[src/rtl/avmm_burst_writer.sv]
// Write-DMA engine: drains a show-ahead FIFO into memory as Avalon-MM write bursts
// of up to MAX_BURST words at consecutive 64-byte-aligned addresses.
module avmm_burst_writer #(
  parameter int DATA_W  = 512,
  parameter int ADDR_W  = 64,
  parameter int BURST_W = 3,
  parameter int USEDW_W = 11
) (
  input  logic               clk,
  input  logic               reset,
  input  logic               clear,
  input  logic               start,
  input  logic [ADDR_W-1:0]  dst_addr,
  input  logic [63:0]        word_count,
  input  logic [DATA_W-1:0]  fifo_q,
  input  logic [USEDW_W-1:0] fifo_usedw,
  output logic               fifo_rdreq,
  input  logic               avm_waitrequest,
  output logic [ADDR_W-1:0]  avm_address,
  output logic [BURST_W-1:0] avm_burstcount,
  output logic [DATA_W-1:0]  avm_writedata,
  output logic               avm_write,
  output logic [63:0]        avm_byteenable,
  output logic               busy,
  output logic               done,
  output logic [63:0]        words_written
);

  localparam int MAX_BURST = 1 << (BURST_W - 1);

  typedef enum logic [1:0] {IDLE, ARM, BURST, DONE} state_t;

  state_t             state;
  logic [ADDR_W-1:0]  addr;
  logic [63:0]        remaining;
  logic [BURST_W-1:0] beats;
  logic [BURST_W-1:0] len;
  logic               accept;

  always_comb begin
    len    = (remaining < 64'(MAX_BURST)) ? remaining[BURST_W-1:0] : BURST_W'(MAX_BURST);
    accept = avm_write & ~avm_waitrequest;
  end

  // NOTE: the pop is combinational so the FIFO advances on the same edge the slave
  // accepts the beat; a registered pop would present each word twice.
  assign fifo_rdreq     = accept;
  assign avm_writedata  = fifo_q;
  assign avm_byteenable = '1;

  always_ff @(posedge clk) begin
    if (reset || clear) begin
      state          <= IDLE;
      addr           <= '0;
      remaining      <= '0;
      beats          <= '0;
      avm_write      <= 1'b0;
      avm_address    <= '0;
      avm_burstcount <= BURST_W'(1);
      words_written  <= '0;
      busy           <= 1'b0;
      done           <= 1'b0;
    end else begin
      case (state)
        IDLE, DONE: begin
          if (start) begin
            addr          <= {dst_addr[ADDR_W-1:6], 6'b0};
            remaining     <= word_count;
            words_written <= '0;
            if (word_count == 64'd0) begin
              state <= DONE;
              busy  <= 1'b0;
              done  <= 1'b1;
            end else begin
              state <= ARM;
              busy  <= 1'b1;
              done  <= 1'b0;
            end
          end
        end
        // Hold off until the whole burst is resident so the write never starves mid-burst.
        ARM: begin
          if (fifo_usedw >= USEDW_W'(len)) begin
            avm_address    <= addr;
            avm_burstcount <= len;
            beats          <= len;
            avm_write      <= 1'b1;
            state          <= BURST;
          end
        end
        BURST: begin
          if (accept) begin
            words_written <= words_written + 64'd1;
            beats         <= beats - BURST_W'(1);
            if (beats == BURST_W'(1)) begin
              avm_write <= 1'b0;
              addr      <= addr + (ADDR_W'(avm_burstcount) << 6);
              remaining <= remaining - 64'(avm_burstcount);
              if (remaining == 64'(avm_burstcount)) begin
                state <= DONE;
                busy  <= 1'b0;
                done  <= 1'b1;
              end else begin
                state <= ARM;
              end
            end
          end
        end
        default: state <= IDLE;
      endcase
    end
  end

endmodule
[config.mk]
export PLATFORM = sky130hd
export DESIGN_NAME = avmm_burst_writer
export DESIGN_NICKNAME = d
export VERILOG_FILES = /design/src/rtl/avmm_burst_writer.sv
export SDC_FILE = /design/constraint.sdc
export NUM_CORES = 1
export LEC_CHECK = 0
export CAP_MARGIN = 20
export CORE_AREA = 2 2 537 539
export CTS_CLUSTER_DIAMETER = 80
export DETAILED_ROUTE_END_ITERATION = 8
export DIE_AREA = 0 0 539 541
export PLACE_DENSITY = 0.36
export SYNTH_ARGS = -nofsm -noshare
export SYNTH_HDL_FRONTEND = slang
export SYNTH_SLANG_ARGS = --single-unit
export TNS_END_PERCENT = 5
[constraint.sdc]
create_clock -name clk -period 6.4 [get_ports clk]
set_input_delay 1.28 -clock clk [delete_from_list [all_inputs] [get_ports clk]]
set_output_delay 1.28 -clock clk [all_outputs]
set_load 0.05 [all_outputs]
Word level (Yosys, flattened, before mapping)
Index checks and enable logic that the tools add are counted.
Widths: inputs -> output; s select.
{ "totals": {"ff_bits": 267, "n_memories": 0, "wordCells": 79, "ramBits": 0, "rom_bits": 0, "latch_bits": 0} }
{ "op_classes": {"bitwise": 2, "n_eq_ne": 10, "mux": 38, "reduce_logical": 13, "n_mul": 0, "n_addsub": 4, "n_lt_le_gt_ge": 2, "shifts": 0, "div_mod_pow": 0} }
{ "op_table": {"columns": ["operator", "count"], "rows": [
  ["$mux 64", 8],
  ["$pmux 64 s2", 3],
  ["$add 64x1->64 const B", 1],
  ["$add 64x9->64", 1],
  ["$eq 64x3->1", 1],
  ["$logic_not 64->1", 1],
  ["$lt 64x3->1 const B", 1],
  ["$sub 64x3->64", 1],
  ["$mux 1", 13],
  ["$mux 2", 6],
  ["$reduce_and 4->1", 3],
  ["$ge 11x3->1", 1],
  ["$ne 2x2->1 const B", 5],
  ["$mux 3", 3],
  ["$pmux 1 s2", 3],
  ["$pmux 2 s3", 1],
  ["$pmux 3 s2", 1],
  ["$reduce_and 3->1", 2],
  ["$reduce_and 5->1", 1],
  ["$eq 2x2->1 const B", 2],
  ["$reduce_bool 2->1", 2],
  ["$eq 3x1->1 const B", 1],
  ["$sub 3x1->3 const B", 1],
  ["$eq 2x1->1 const B", 1],
  ["other kinds (6)", 6]
]} }

Depth between registers and ports, before layout
Gate-level depths: netlist (run 1).
{ "logic_depth": {"depth_word": 5, "ltp_mapped": 14} }

Least setup slack after synthesis (run 1)
Ideal clock, no wire load.
{ "synth_timing": {"path_type": "register -> register", "startpoint": "register remaining[23]", "endpoint": "register avm_address[29]", "setup_slack_ns": 2.944, "arrival_time_ns": 3.386, "t_required_ns": 6.330, "path_buffers": 2, "setup_time_ns": 0.070, "period_less_slack_ns": 3.456, "stages_incl_launch_ff": 14, "path_cell_list": "dfxtp_1 > nor4_1 > nand2_1 > or4_1 > nor4b_1 > ha_1 > nor3b_1 > o211a_1 > nand2_1 > nand2_1 > clkbuf_1 > clkbuf_1 > nand2_1 > a21oi_1"} }
{ "synth_via": {"elab_chain_len": 4} }
{ "synth_rtl": {"columns": ["element", "line_no", "rtl"], "rows": [
  ["start: declaration", "35", "logic [63:0] remaining;"],
  ["start signal: assignment", "68", "remaining <= word_count;"],
  ["start signal: assignment", "98", "remaining <= remaining - 64'(avm_burstcount);"],
  ["$lt 64x3->1", "41", "len = (remaining < 64'(MAX_BURST)) ? remaining[BURST_W-1:0] : BURST_W'(MAX_BURST);"],
  ["$mux 3", "41", null],
  ["named net len[0]", "37", "logic [BURST_W-1:0] len;"],
  ["$ge 11x3->1", "83", "if (fifo_usedw >= USEDW_W'(len)) begin"],
  ["$reduce_and 2->1 (no source line)", null, null],
  ["end signal: assignment", "84", "avm_address <= addr;"],
  ["end: declaration", "19", "output logic [ADDR_W-1:0] avm_address,"]
]} }
The timed path passes the listed nets, and every way through them passes these cells.
A chain may end at the register's enable or synchronous reset.

Worst setup path after layout (run 1)
{ "layout_timing": {"startpoint": "register remaining[25]", "endpoint": "register avm_address[12]"} }
The elaborated chain is that of the path after synthesis.

==> metrics.md, run 1 <==
| Metric | Value |
|---|---|
| Status | `complete, no violations` |
| Post-CTS Setup Inserts | `0` |
| Hold_buf cts | `0` |
| Hold Path Class | `register to register` |
| Via count | `16507` |
| Routed Antenna Nets | `0` |
| LEAKAGE | `0.00641 uW` |
| Final period utilization | `78.7%` |
| IO Count | `1367` |
| Cell with the most instances after synthesis | `buf_4` |
| Most frequent cells after synthesis | `buf_4 (582), nand2_1 (286), dfxtp_1 (255)` |
| IO Port Bufs | `266` |
| Post-DP Area | `21600 um2` |
| Worst path cell trace | `nor4_1 -> nand2_1 -> or4_1 -> nor4b_1 -> buf_4 -> ha_1 -> nor3b_1 -> o211a_1 -> nand2_1 -> nand2_4 -> nand2_1 -> a21oi_1` |
| Reg-to-reg startpoint | `remaining[25]$_SDFFE_PP0P_` |
| Initial Util | `6.42%` |
| Fin util | `8.05%` |
| H-tree Lvls | `2` |
| CP peak stage delay | `840 ps` |
| Hold Crit Endpoint | `avm_address[58]$_SDFFE_PP0P_` |
| CP Capture Type | `register` |
| Peak VDD IR | `0.171 mV` |
| Hold Startpoint | `avm_address[58]$_SDFFE_PP0P_` |
| Share of post-route cells with drive strength above 1 | `7.61%` |
| Synth unique cells | `87` |
| Vias per cell | `2.77` |
| Skew final | `36.5 ps` |
| Maxcap violations | `0` |
| Worst slack at placement | `1130 ps` |
| RSZ-0062 raised after global routing | `no` |
| Largest net degree at the start of global routing | `99` |
| Yosys warns | `0` |
| Post-Syn Area per Cell | `7.54 um2` |
| Number of gates resized after cts | `0` |
| Cts bufs inserted | `42` |
| Worst Hold Depth | `2` |
| Die area | `292000 um2` |
| Minimum clock period | `5040 ps` |
| Worst-path clk slew | `60 ps` |
| CTS max path bufs | `3` |
| Die Y | `541 um` |
| Layout filler cell count | `33623` |
| CTS tree | `built` |
| Layout net count | `2821` |
| Iter 0 DRT Violations | `781` |
| Vias in the first global route | `16183` |
| Primary FF master, synth | `dfxtp_1` |
| Seq/Total Area, Yosys | `27.8%` |
| Critical path type | `register to register` |
| Drt first pass iters | `6` |
| Post-Syn Area | `18400 um2` |
| Worst slew pin tran | `1070 ps` |
| Non-filler cells, final | `5965` |
| Startpoint Class | `register` |
| CORE AREA | `286000 um2` |
| Cell Rows | `197` |
| R2R cell count | `12` |
| PnR worst setup slack | `1360 ps` |
| Final setup viols | `0` |
| Power Dens Cells | `216 nW/um2` |
| Synth top area cells | `dfxtp_1 (28%), buf_4 (24%), nand2_1 (5.8%)` |
| Capture point of the worst reg-to-reg path | `avm_address[12]$_SDFFE_PP0P_` |
| Drc violations | `0` |
| Synthesized flop and latch total | `255` |
| Clock sink count | `255` |
| Global route total overflow | `0` |
| Final hold viol count | `0` |
| Gp weighted congestion | `0.787` |
| Number of synthesized flops with an enable pin | `0` |
| Final instance area | `23100 um2` |
| Worst skew pair latency | `660 ps` |
| Mapped Cells | `2437` |
| Fraction of registers with async set/reset | `0%` |
| Max_slew headroom | `28.6%` |
| Initial antenna violation count | `23` |
| Placed insts | `5885` |
| Flop-to-flop setup slack | `1360 ps` |
| Layout area overhead | `25.5%` |
| Achievable Freq | `199 MHz` |
| Slew Limit Fails | `0` |
| Die width | `539 um` |
| WL per Instance | `20.3 um` |
| HPWL after detailed placement | `98.2 mm` |
| Crit Path Max Fanout | `60` |
| CP max stage cell | `nor4b_1` |
| Cell taking the most area after synthesis | `dfxtp_1` |
| Clock Root Buffer | `clkbuf_16` |
| CP Data Required Time | `6970 ps` |
| Setup TNS | `0 ps` |
| Wirelength, routed | `121 mm` |
| GRT Overall Usage | `7.95%` |
| Critical path's most frequent cell | `nand2_1` |
| Worst EP arrival | `5610 ps` |
| Synth top area share | `27.8%` |
| First-pass GRT wire length | `156 mm` |
[worst max-delay path by stage]
| stage | end | cells after the start | start |
|---|---|---|---|
| 3_3_place_gp | avm_address[31]$_SDFFE_PP0P_ | 12 | remaining[23]$_SDFFE_PP0P_ |
| 4_1_cts | avm_address[36]$_SDFFE_PP0P_ | 12 | remaining[23]$_SDFFE_PP0P_ |
| 2_1_floorplan | avm_address[29]$_SDFFE_PP0P_ | 13 | remaining[23]$_SDFFE_PP0P_ |
| 5_1_grt | avm_address[21]$_SDFFE_PP0P_ | 14 | remaining[53]$_SDFFE_PP0P_ |
| 3_5_place_dp | avm_address[36]$_SDFFE_PP0P_ | 12 | remaining[23]$_SDFFE_PP0P_ |
| 6_report | avm_address[12]$_SDFFE_PP0P_ | 12 | remaining[25]$_SDFFE_PP0P_ |
[layout by cell type (no fill, tap or decap), types with 51 or more instances in the layout]
| cell | netlist | final |
|---|---|---|
| clkdlybuf4s50_1 | 0 | 265 |
| nand2_1 | 286 | 283 |
| nand4_1 | 55 | 55 |
| conb_1 | 2 | 70 |
| nor4_1 | 52 | 51 |
| dfxtp_1 | 255 | 255 |
| nor3_1 | 56 | 54 |
| o21ai_0 | 73 | 73 |
| a21oi_1 | 178 | 177 |
| nor2_1 | 143 | 139 |
| nand3_1 | 93 | 92 |
[sequential cells by signal, summed over array words and instances (netlist names)]
signal          cells
addr               58
avm_address        58
avm_burstcount      3
avm_write           1
beats               3
busy                1
done                1
remaining          64
state               2
words_written      64
[cell type report]
class                   count  area [um2]  share of cell area (%)
inverters                  34         130                   0.564
multi-input cells        1505        8650                    37.5
well taps                3781        4730                    20.5
clock buffers              56        1170                    5.09
repair buffers            310        3030                    13.1
diodes                      4        10.0                  0.0434
flip-flops and latches    255        5100                    22.1
clock inverters            20         240                    1.04
[logic make-up (layout without fill, tap and decap cells)]
kind of cell	Yosys count	count (layout)	synth area share, %
xor+xnor	48	48	2.29
flops	255	255	27.8
other cells	2	74	0.0409
compound gates	472	472	16.3
mux	19	19	1.08
simple gates	879	879	24.1
buf+inv	745	420	27.2
fa+ha+maj	17	17	1.24
[through the flow]
step,total power [uW],hold slack (ps)
after floorplan,3140,430
after global placement,2640,455
after detailed placement,2640,448
after CTS,5120,456
after global routing,5220,478
final,4970,451
[metal layers]
layer	wire, um	track usage, %	part of all wire (%)	vias up
li1	-	-	-	7380
met1	37500	6.95	31	7755
met2	57400	13.4	47	877
met3	15500	4.43	13	487
met4	10600	6.41	8.8	8
met5	35	0.0329	0.029	-
[report_power, final]
group	total, uW	switching (uW)	internal [uW]
Sequential	1710	73.3	1640
Combinational	881	606	275
Clock	2380	1020	1360
[worst max-delay path: cells and delay by family, from the launching register on]
kind,cells,cell delay (ps)
AND/OR/NAND/NOR,8,3330
buffers and inverters,1,270
flip-flops,1,370
AO/OA/AOI/OAI,2,550
adder cells (fa/ha/maj),1,230
(Power assumes the default switching activity.)
==> inputs of run 2 (changes only) <==
- CORE_AREA: 2 2 537 539 -> 2 2 528 530
- DIE_AREA: 0 0 539 541 -> 0 0 530 532
- clock period: 6.4 -> 5 ns (I/O delays scaled with it)
==> run 2 against run 1 <==
Compared with the run above: critical path depth is 4 higher; die area is 3.3% lower; utilization is 0.42 points higher; power is 37% higher; via count is 1.1% higher; critical endpoint is now avm_address[18]$_SDFFE_PP0P_; highest routed layer unchanged.
==> metrics.md, run 2 (synthesis results as in run 1) <==
| Metric | Value |
|---|---|
| CP Data Required Time | `5610 ps (was 6970 ps)` |
| Most frequent cells in the layout | `nand2_1 (283), clkdlybuf4s50_1 (266), dfxtp_1 (255) (was nand2_1 (283), clkdlybuf4s50_1 (265), dfxtp_1 (255))` |
| Power Dens Cells | `292 nW/um2 (was 216 nW/um2)` |
| Worst EP arrival | `4940 ps (was 5610 ps)` |
| Commonest non-fill, non-tap cell in the layout | `nand2_1 (unchanged)` |
| Global route total overflow | `0 (unchanged)` |
| Final period utilization | `86.6% (was 78.7%)` |
| Worst path bufs/invs | `4 (was 1)` |
| Minimum clock period | `4330 ps (was 5040 ps)` |
| Clock share of power | `51.1% (was 47.9%)` |
| Critical path's most frequent cell | `buf_4 (was nand2_1)` |
| Post-DP Area | `21700 um2 (was 21600 um2)` |
| Maxcap violations | `0 (unchanged)` |
| Worst slew pin tran | `1000 ps (was 1070 ps)` |
| Routed Antenna Nets | `0 (unchanged)` |
| Skew final | `51.1 ps (was 36.5 ps)` |
| CP Capture Type | `register (unchanged)` |
| Gp weighted congestion | `0.793 (was 0.787)` |
| Peak VDD IR | `0.255 mV (was 0.171 mV)` |
| Layout filler cell count | `32395 (was 33623)` |
| Hold Path Class | `register to register (unchanged)` |
| Final hold viol count | `0 (unchanged)` |
| Internal | `4570 uW (was 3280 uW)` |
| Initial Util | `6.66% (was 6.42%)` |
| CTS tree | `built (unchanged)` |
| Share of post-route cells with drive strength above 1 | `8.62% (was 7.61%)` |
| CP max stage cell | `or4_4 (was nor4b_1)` |
| Worst skew pair latency | `690 ps (was 660 ps)` |
| Cell Rows | `193 (was 197)` |
| Die area | `282000 um2 (was 292000 um2)` |
| Layout net count | `2839 (was 2821)` |
| Slew Limit Fails | `0 (unchanged)` |
| Die width | `530 um (was 539 um)` |
| Fin Hold WS | `453 ps (was 451 ps)` |
| Drt first pass iters | `5 (was 6)` |
| Comb pwr share | `16.9% (was 17.7%)` |
| First-pass GRT wire length | `164 mm (was 156 mm)` |
| Clock sink count | `255 (unchanged)` |
| CORE AREA | `276000 um2 (was 286000 um2)` |
| Worst Hold Depth | `2 (unchanged)` |
| Hold_buf cts | `0 (unchanged)` |
| LEAKAGE | `0.00660 uW (was 0.00641 uW)` |
| CTS max path bufs | `3 (unchanged)` |
| IO Port Bufs | `266 (unchanged)` |
| Final instance area | `23400 um2 (was 23100 um2)` |
| Post-CTS Setup Inserts | `0 (unchanged)` |
| Startpoint Class | `register (unchanged)` |
| GRT Overall Usage | `8.71% (was 7.95%)` |
| Wirelength, routed | `128 mm (was 121 mm)` |
| Layout area overhead | `27.1% (was 25.5%)` |
| Initial antenna violation count | `28 (was 23)` |
| R2R cell count | `16 (was 12)` |
| Critical path type | `register to register (unchanged)` |
| CP Depth | `16 (was 12)` |
| RSZ-0062 raised after global routing | `no (unchanged)` |
| Top Registers | `remaining (64), words_written (64) (unchanged)` |
| Vias in the first global route | `16374 (was 16183)` |
| Switch share | `33.1% (was 34.2%)` |
| Fin util | `8.47% (was 8.05%)` |
| Worst-path clk slew | `60 ps (about the same)` |
| Status | `complete, no violations (unchanged)` |
| Worst path cell trace | `or4_4 -> nor2_2 -> nand4_1 -> nor2_1 -> nor4b_2 -> buf_4 -> ha_1 -> nor3b_1 -> o211a_1 -> buf_12 -> nand2_1 -> buf_4 -> nand2_4 -> buf_4 -> nand2_1 -> a21oi_1 (was nor4_1 -> nand2_1 -> or4_1 -> nor4b_1 -> buf_4 -> ha_1 -> nor3b_1 -> o211a_1 -> nand2_1 -> nand2_4 -> nand2_1 -> a21oi_1)` |
| H-tree Lvls | `2 (unchanged)` |
| WL per Instance | `21.7 um (was 20.3 um)` |
| Number of gates resized after cts | `0 (unchanged)` |
| IO Count | `1367 (unchanged)` |
| Via count | `16682 (was 16507)` |
| Net Switching | `2260 uW (was 1700 uW)` |
| Clock Root Buffer | `clkbuf_16 (unchanged)` |
| Crit path max-delay family | `simple AND/OR/NAND/NOR gates (unchanged)` |
| Max_slew headroom | `33.0% (was 28.6%)` |
| Largest net degree at the start of global routing | `98 (was 99)` |
| Achievable Freq | `231 MHz (was 199 MHz)` |
| Vias per cell | `2.82 (was 2.77)` |
| HPWL after detailed placement | `104 mm (was 98.2 mm)` |
| Cts bufs inserted | `47 (was 42)` |
| Setup TNS | `0 ps (unchanged)` |
| Power Total | `6830 uW (was 4970 uW)` |
| Final setup viols | `0 (unchanged)` |
| CP peak stage delay | `590 ps (was 840 ps)` |
| Crit Path Max Fanout | `19 (was 60)` |
| Die Y | `532 um (was 541 um)` |
| Drc violations | `0 (unchanged)` |
| Seq pwr share | `32.0% (was 34.4%)` |
| Iter 0 DRT Violations | `1094 (was 781)` |
==> run 2: power groups by stage <==
stage	clock network, uW	registers, uW	logic (uW)
after global routing	3680	2190	1250
after global placement	0	2230	1170
after CTS	3650	2180	1180
after detailed placement	0	2230	1170
final	3490	2180	1160
after floorplan	0	2210	1810
==> run 2: final timing paths <==
| check | from | to | slack (ps) |
|---|---|---|---|
| hold reg to reg | avm_address[27]$_SDFFE_PP0P_ | avm_address[27]$_SDFFE_PP0P_ | 450 |
| hold / removal | avm_address[27]$_SDFFE_PP0P_ | avm_address[27]$_SDFFE_PP0P_ | 450 |
| setup reg to reg | remaining[8]$_SDFFE_PP0P_ | avm_address[18]$_SDFFE_PP0P_ | 670 |
| setup / recovery | remaining[8]$_SDFFE_PP0P_ | avm_address[18]$_SDFFE_PP0P_ | 670 |
==> run 2: final cells by class <==
class,count,area (um2),area share [%]
Multi-Input combinational cell,1505,8650,37.0
Sequential cell,255,5100,21.9
Tap cell,3705,4640,19.8
Timing Repair Buffer,323,3190,13.7
Clock buffer,59,1290,5.53
Clock inverter,27,342,1.46
Inverter,34,130,0.557
Antenna cell,3,7.51,0.0321
==> run 2: tightest hold or removal path, cell delays in order, from the launching register on <==
cell and delay [ps]:
dfxtp_1 300, nand2_1 50, a21oi_1 50
==> run 2: metal layers <==
layer,global-route usage [%],part of all wire [%]
met3,5.27,14
met4,7.13,9.1
met2,14.0,45
met5,0.120,0.062
met1,7.79,31
==> run 2: per-stage QoR <==
| stage | setup slack [ps] | std cells |
|---|---|---|
| global placement | 341 | 5819 |
| global route | 202 | 5909 |
| CTS | 372 | 5906 |
| floorplan | 1540 | 2505 |
| finish | 671 | 5911 |
| detailed placement | 349 | 5820 |
